--- config.mk ---
export PLATFORM = sky130hd
export DESIGN_NAME = err2clrst_mc
export DESIGN_NICKNAME = d
export VERILOG_FILES = /design/src/rtl/err2clrst_pkg.sv /design/src/rtl/err2clrst_ch.sv /design/src/rtl/err2clrst_mc.sv
export SDC_FILE = /design/constraint.sdc
export NUM_CORES = 1
export LEC_CHECK = 0
export CORE_MARGIN = 1
export CORE_UTILIZATION = 58
export DETAILED_ROUTE_END_ITERATION = 6
export DONT_BUFFER_PORTS = 1
export PLACE_DENSITY = 0.72
export SLEW_MARGIN = 20
export SYNTH_ARGS = -nofsm -noshare
export SYNTH_HDL_FRONTEND = slang
export SYNTH_SLANG_ARGS = --single-unit
--- constraint.sdc ---
create_clock -name clk -period 6.01 [get_ports clk]
set_input_delay 1.202 -clock clk [delete_from_list [all_inputs] [get_ports clk]]
set_output_delay 1.202 -clock clk [all_outputs]
set_load 0.02 [all_outputs]
--- src/rtl/err2clrst_pkg.sv ---
// Shared colour-state codes and the signed error classifier for the
// multi-channel temperature-servo indicator encoder.
package err2clrst_pkg;

    localparam logic [1:0] CLR_LOW   = 2'b00;
    localparam logic [1:0] CLR_SLOW  = 2'b01;
    localparam logic [1:0] CLR_SHIGH = 2'b10;
    localparam logic [1:0] CLR_HIGH  = 2'b11;
    localparam logic [1:0] CLR_RST   = CLR_SHIGH;

    // Operands arrive already sign-extended from W+2 bits; supports W up to 62.
    localparam int unsigned CLS_W = 64;

    // t must be non-negative; a value sitting on a boundary takes the higher code.
    function automatic logic [1:0] clr_classify(input logic signed [CLS_W-1:0] v,
                                                input logic signed [CLS_W-1:0] t);
        logic signed [CLS_W-1:0] neg_t;
        neg_t = -t;
        if (v < neg_t) begin
            return CLR_LOW;
        end else if (v < 0) begin
            return CLR_SLOW;
        end else if (v < t) begin
            return CLR_SHIGH;
        end else begin
            return CLR_HIGH;
        end
    endfunction

endpackage

--- src/rtl/err2clrst_ch.sv ---
// One channel: dead-band classification (stage 1), persistence filter
// (stage 2) and the out-of-range live/sticky bits.
module err2clrst_ch
    import err2clrst_pkg::*;
#(
    parameter int unsigned W    = 16,
    parameter int unsigned HOLD = 4,
    parameter int unsigned CW   = 8
) (
    input  logic         clk,
    input  logic         rst,
    input  logic [W-1:0] in_val,
    input  logic [W-1:0] thr,
    input  logic [W-1:0] hyst_pos,
    input  logic         clr_sticky,
    output logic [1:0]   clrst,
    output logic         oor,
    output logic         oor_next,
    output logic         oor_sticky
);

    localparam int unsigned    XW     = W + 2;
    localparam logic [CW-1:0]  HOLD_C = CW'(HOLD);

    logic signed [XW-1:0]    in_x, thr_x, hyst_x, a_x, b_x;
    logic signed [CLS_W-1:0] a_w, b_w, thr_w;
    logic [1:0]              cls_a, cls_b;

    logic [1:0]    cand_d, cand_q;
    logic [1:0]    clrst_d, clrst_q;
    logic [1:0]    pend_d, pend_q;
    logic [CW-1:0] cnt_d, cnt_q, cnt_inc;
    logic          oor_d, oor_q;
    logic          sticky_d, sticky_q;

    // hyst_pos is already clamped non-negative by the top level.
    assign in_x   = {{2{in_val[W-1]}}, in_val};
    assign thr_x  = thr[W-1] ? '0 : {2'b00, thr};
    assign hyst_x = {2'b00, hyst_pos};
    assign a_x    = in_x - hyst_x;
    assign b_x    = in_x + hyst_x;

    assign a_w   = {{(CLS_W-XW){a_x[XW-1]}}, a_x};
    assign b_w   = {{(CLS_W-XW){b_x[XW-1]}}, b_x};
    assign thr_w = {{(CLS_W-XW){thr_x[XW-1]}}, thr_x};

    assign cls_a   = clr_classify(a_w, thr_w);
    assign cls_b   = clr_classify(b_w, thr_w);
    assign cnt_inc = cnt_q + CW'(1);

    always_comb begin
        cand_d  = (cls_a == cls_b) ? cls_a : clrst_q;
        clrst_d = clrst_q;
        pend_d  = pend_q;
        cnt_d   = cnt_q;
        if (cand_q == clrst_q) begin
            cnt_d = '0;
        end else if (cand_q != pend_q) begin
            pend_d = cand_q;
            cnt_d  = CW'(1);
            if (HOLD == 1) begin
                clrst_d = cand_q;
                cnt_d   = '0;
            end
        end else begin
            cnt_d = cnt_inc;
            if (cnt_inc >= HOLD_C) begin
                clrst_d = cand_q;
                cnt_d   = '0;
            end
        end
        oor_d    = (clrst_d == CLR_LOW) || (clrst_d == CLR_HIGH);
        // A fresh out-of-range cycle beats a coincident clear.
        sticky_d = oor_d | (sticky_q & ~clr_sticky);
    end

    always_ff @(posedge clk or posedge rst) begin
        if (rst) begin
            cand_q   <= CLR_RST;
            clrst_q  <= CLR_RST;
            pend_q   <= CLR_RST;
            cnt_q    <= '0;
            oor_q    <= 1'b0;
            sticky_q <= 1'b0;
        end else begin
            cand_q   <= cand_d;
            clrst_q  <= clrst_d;
            pend_q   <= pend_d;
            cnt_q    <= cnt_d;
            oor_q    <= oor_d;
            sticky_q <= sticky_d;
        end
    end

    assign clrst      = clrst_q;
    assign oor        = oor_q;
    assign oor_next   = oor_d;
    assign oor_sticky = sticky_q;

endmodule

--- src/rtl/err2clrst_mc.sv ---
// Multi-channel error-to-colour encoder: slices the flat buses, clamps the
// shared dead-band and registers the any-out-of-range summary.
module err2clrst_mc
    import err2clrst_pkg::*;
#(
    parameter int unsigned NCH  = 4,
    parameter int unsigned W    = 16,
    parameter int unsigned HOLD = 4,
    parameter int unsigned CW   = 8
) (
    input  logic             clk,
    input  logic             rst,
    input  logic [NCH*W-1:0] in_flat,
    input  logic [NCH*W-1:0] thr_flat,
    input  logic [W-1:0]     hyst,
    input  logic             clr_sticky,
    output logic [NCH*2-1:0] clrst_flat,
    output logic [NCH-1:0]   oor,
    output logic [NCH-1:0]   oor_sticky,
    output logic             any_oor
);

    logic [W-1:0]   hyst_pos;
    logic [NCH-1:0] oor_next;
    logic           any_oor_d, any_oor_q;

    assign hyst_pos = hyst[W-1] ? '0 : hyst;

    for (genvar k = 0; k < NCH; k++) begin : g_ch
        err2clrst_ch #(
            .W    (W),
            .HOLD (HOLD),
            .CW   (CW)
        ) u_ch (
            .clk        (clk),
            .rst        (rst),
            .in_val     (in_flat[k*W +: W]),
            .thr        (thr_flat[k*W +: W]),
            .hyst_pos   (hyst_pos),
            .clr_sticky (clr_sticky),
            .clrst      (clrst_flat[2*k +: 2]),
            .oor        (oor[k]),
            .oor_next   (oor_next[k]),
            .oor_sticky (oor_sticky[k])
        );
    end

    always_comb begin
        any_oor_d = |oor_next;
    end

    always_ff @(posedge clk or posedge rst) begin
        if (rst) begin
            any_oor_q <= 1'b0;
        end else begin
            any_oor_q <= any_oor_d;
        end
    end

    assign any_oor = any_oor_q;

endmodule
==> summary.md <==
| Metric | Value |
|---|---|
| Layout cells sized above 1 | 0.04325 |
| Max Cap Viol | 0 |
| Crit path to | g_ch[0].u_ch.cand_q[0] |
| Initial Util | 0.5958 |
| Post-synth top area share | 0.3393 |
| Post-synthesis simple-gate area fraction | 0.1995 |
| CP startpoint kind | input pin |
| TritonCTS buffer count | 9 |
| Largest net degree at the start of global routing | 56 |
| Seq pwr share | 0.187 |
| Mean Syn Cell Area | 7.989 sq um |
| Final setup fails | 0 |
| R2R cell count | 8 |
| Layout Cells excl Fill | 2,637 |
| Register area | 0.001642 sq mm |
| Clock Skew | 0.006391 ns |
| DR vias | 16,420 |
| Crit path max-delay family | compound AO/OA/AOI/OAI gates |
| NumNets Final | 2,878 |
| DIE AREA | 0.03148 sq mm |
| Largest family of logic cells by synthesized area | adder cells |
| Slowest CP cell | o41ai_1 |
| WL final | 48.65 mm |
| Hold Startpoint | g_ch[3].u_ch.pend_q[0] |
| Root buffer selected by CTS | clkbuf_16 |
| Vias in the first global route | 16,240 |
| CP bufs+invs | 1 |
| Tcrit/Tclk final | 0.9560 |
| Initial antenna violation count | 4 |
| RSZ-0062 raised after global routing | false |
| Leak | 9.228 nW |
| Most common cell in the synthesized netlist | ha_1 |
| Switching power | 1.615 mW |
| Post-CTS Setup Bufs | 0 |
| Area of the mapped netlist | 0.01785 sq mm |
| Reg2Reg Setup Slack | 3.44 ns |
| DRC | 0 |
| Die Ht | 177.4 um |
| Measured slew at the worst slew-check pin | 0.9951 ns |
| Crit path max fanout | 15 |
| CP startpoint | hyst[15] |
| CTS tree | yes |
| Multiplexer share of the synthesized area | 0.01094 |
| Layout Utilization | 0.6235 |
| Pins Over Slew Limit | 0 |
| Top post-synthesis cells by count | 484 x ha_1, 200 x nor2_1, 163 x nand2_1 |
| Main synth FF type | dfrtp_1 |
| Placed Instance Area | 0.01834 sq mm |
| Post-CTS Resized | 0 |
| Clock buffer depth | 2 |
| P&R area growth vs syn | 4.648% |
| # IOs | 164 |
| Pwr Density | 186.5 mW/mm^2 |
| Fillcell total | 2,744 |
| H-tree Lvls | 3 |
| Crit. path cell count | 22 |
| Design Area, Final | 0.01868 sq mm |
| Routed len/inst | 18.45 um |
| Synth Area in Adders | 0.3483 |
| Area leader, netlist | ha_1 |
| Clk pwr share | 0.161 |
| Grt ovf | 0 |
| Worst skew pair latency | 0.33 ns |
| Critical R2R Launch | g_ch[2].u_ch.cnt_q[0] |
| Synth unique cells | 92 |
| Int Pwr | 1.868 mW |
| Reg2reg end | any_oor |
| Die Wd | 177.4 um |
| Initial drt markers | 867 |
| Post-detailed-route count of antenna-violating nets | 0 |
| FFs w/ async S/R, synth | 1.000 |
| Worst setup EP type | register |
| DR vias/cell | 6.225 |
| RePlAce Congestion | 0.9397 |
| Post-synthesis xor/xnor area fraction | 0.08195 |
| Worst setup margin | 0.2647 ns |
| Crit-path max cell delay | 0.47 ns |
| Multi-input logic area | 0.01558 sq mm |
| Worst path cell trace | nand2b_1, ha_1, buf_4, o21a_1, o31a_1, o41ai_1, o41ai_2, a21o_1, a21o_1, a21o_1, a21oi_1, xnor2_1, ha_1, nand4_1, nor3_1, o2111ai_1, a31oi_1, o21a_1, o21a_1, or4b_1, o21ai_0, nor3_1 |
| Num rows | 63 |
| Synth area leaders | ha_1 34%, dfrtp_1 7.4%, xnor2_1 5.3% |
| Min-Delay Path Class | register to register |
| Synth Instances | 2,234 |
| Fmax | 174.1 MHz |
| Synth warn | 0 |
| First-pass GRT wire length | 77.85 mm |
| Required time worst endpoint | 6.22 ns |
| Buffers on Ports | 0 |
| Placed cells | 2,618 |
| Peak supply drop | 0.0001568 V |
| Clock sink count | 65 |
| Sw frac | 0.4637 |
| Sequential area share after synthesis | 0.09198 |
| Hold buffers post-CTS | 0 |
| Number of synthesized register bits | 65 |
| Slew headroom | 0.3340 |
| Synth Area in Compound Gates | 0.2267 |
| EDFF count, synth | 0 |
| Core Box Area | 0.02995 sq mm |
| Clk slew on worst S/H paths | 0.06 ns |
| Final HPWL DP | 42.03 mm |
| Combinational share of power | 0.652 |
| Status | finished clean |
| DP Worst Slack | -0.04398 ns |
| Critical Path AT | 5.95 ns |
| Critical path type | input pin to register |
| DRT Pass-1 Iters | 5 |
| Crit path time final | 5.745 ns |
| Hold Vio Cnt, Final | 0 |
| Total Routing Usage GR | 0.3088 |
==> cell usage in the layout, fill, tap and decap left out, types with 48 or more instances in the layout <==
master / netlist / layout
inv_1: 110 / 109
nand3_1: 57 / 57
nor3_1: 49 / 49
o21ai_0: 85 / 85
xor2_1: 60 / 60
a21oi_1: 153 / 152
nand4_1: 48 / 48
dfrtp_1: 53 / 53
a21o_1: 103 / 103
nor2_1: 200 / 200
xnor2_1: 107 / 107
nand2_1: 163 / 163
ha_1: 484 / 484
==> logic make-up after synthesis <==
kind of cell	after synthesis
simple gates	720
compound gates	598
fa+ha+maj	492
buf+inv	173
xor+xnor	167
flops	65
mux	18
other cells	1
==> state kept, by name, indices dropped and copies added, names as in the netlist <==
| signal | flops |
|---|---|
| any_oor | 1 |
| g_ch.u_ch.cand_q | 8 |
| g_ch.u_ch.clrst | 8 |
| g_ch.u_ch.oor_sticky | 4 |
| g_ch.u_ch.pend_q | 8 |
| g_ch.u_ch.cnt_q | 32 |
| g_ch.u_ch.oor | 4 |
==> metrics by stage <==
stage                     hold WS, ns  TNS [ns]  power, mW
final                          0.5299         0      3.483
after global routing           0.5448         0      3.815
after CTS                      0.5311         0      3.478
after detailed placement       0.5190  -0.04398      2.900
after global placement         0.5092         0      2.807
after floorplan                0.4506         0      2.394
==> power groups by stage <==
stage          Clock, mW  Combinational, mW  Sequential [mW]
2_1_floorplan          0               1.78            0.610
4_1_cts            0.565               2.26            0.653
3_3_place_gp           0               2.15            0.656
5_1_grt            0.588               2.56            0.665
3_5_place_dp           0               2.24            0.660
6_report           0.560               2.27            0.652
==> worst reg2reg max path: cells and delay by family (launching register included) <==
family / cells / cell delay [ns]
multiplexers: 1 / 0.24
AO/OA/AOI/OAI: 1 / 0.12
AND/OR/NAND/NOR: 4 / 1.23
adder cells (fa/ha/maj): 1 / 0.22
XOR/XNOR: 1 / 0.24
flip-flops: 1 / 0.39
==> worst min-delay path by stage <==
stage / end / slack [ns] / depth (start not counted)
floorplan: g_ch[0].u_ch.oor_sticky / 0.45 / 1
global route: g_ch[2].u_ch.pend_q[0] / 0.54 / 1
finish: g_ch[3].u_ch.pend_q[0] / 0.53 / 1
global placement: g_ch[1].u_ch.pend_q[0] / 0.51 / 1
CTS: g_ch[3].u_ch.pend_q[0] / 0.53 / 1
detailed placement: g_ch[3].u_ch.pend_q[0] / 0.52 / 1
==> layer usage <==
metal,part of all wire,up-vias,track usage
met5,0,-,0
met4,0.037,0,0.1246
met3,0.061,103,0.06555
met2,0.49,428,0.5612
met1,0.41,7620,0.3473
li1,-,8264,-
==> final cells by class <==
cell class	instances	share of cell area
clock inverters	5	0.004221
diodes	4	0.0005359
inverters	117	0.02351
multi-input cells	2019	0.8341
flip-flops and latches	65	0.08789
well taps	390	0.02613
repair buffers	27	0.01085
clock buffers	10	0.01280
Power figures use the tool's default switching activity.
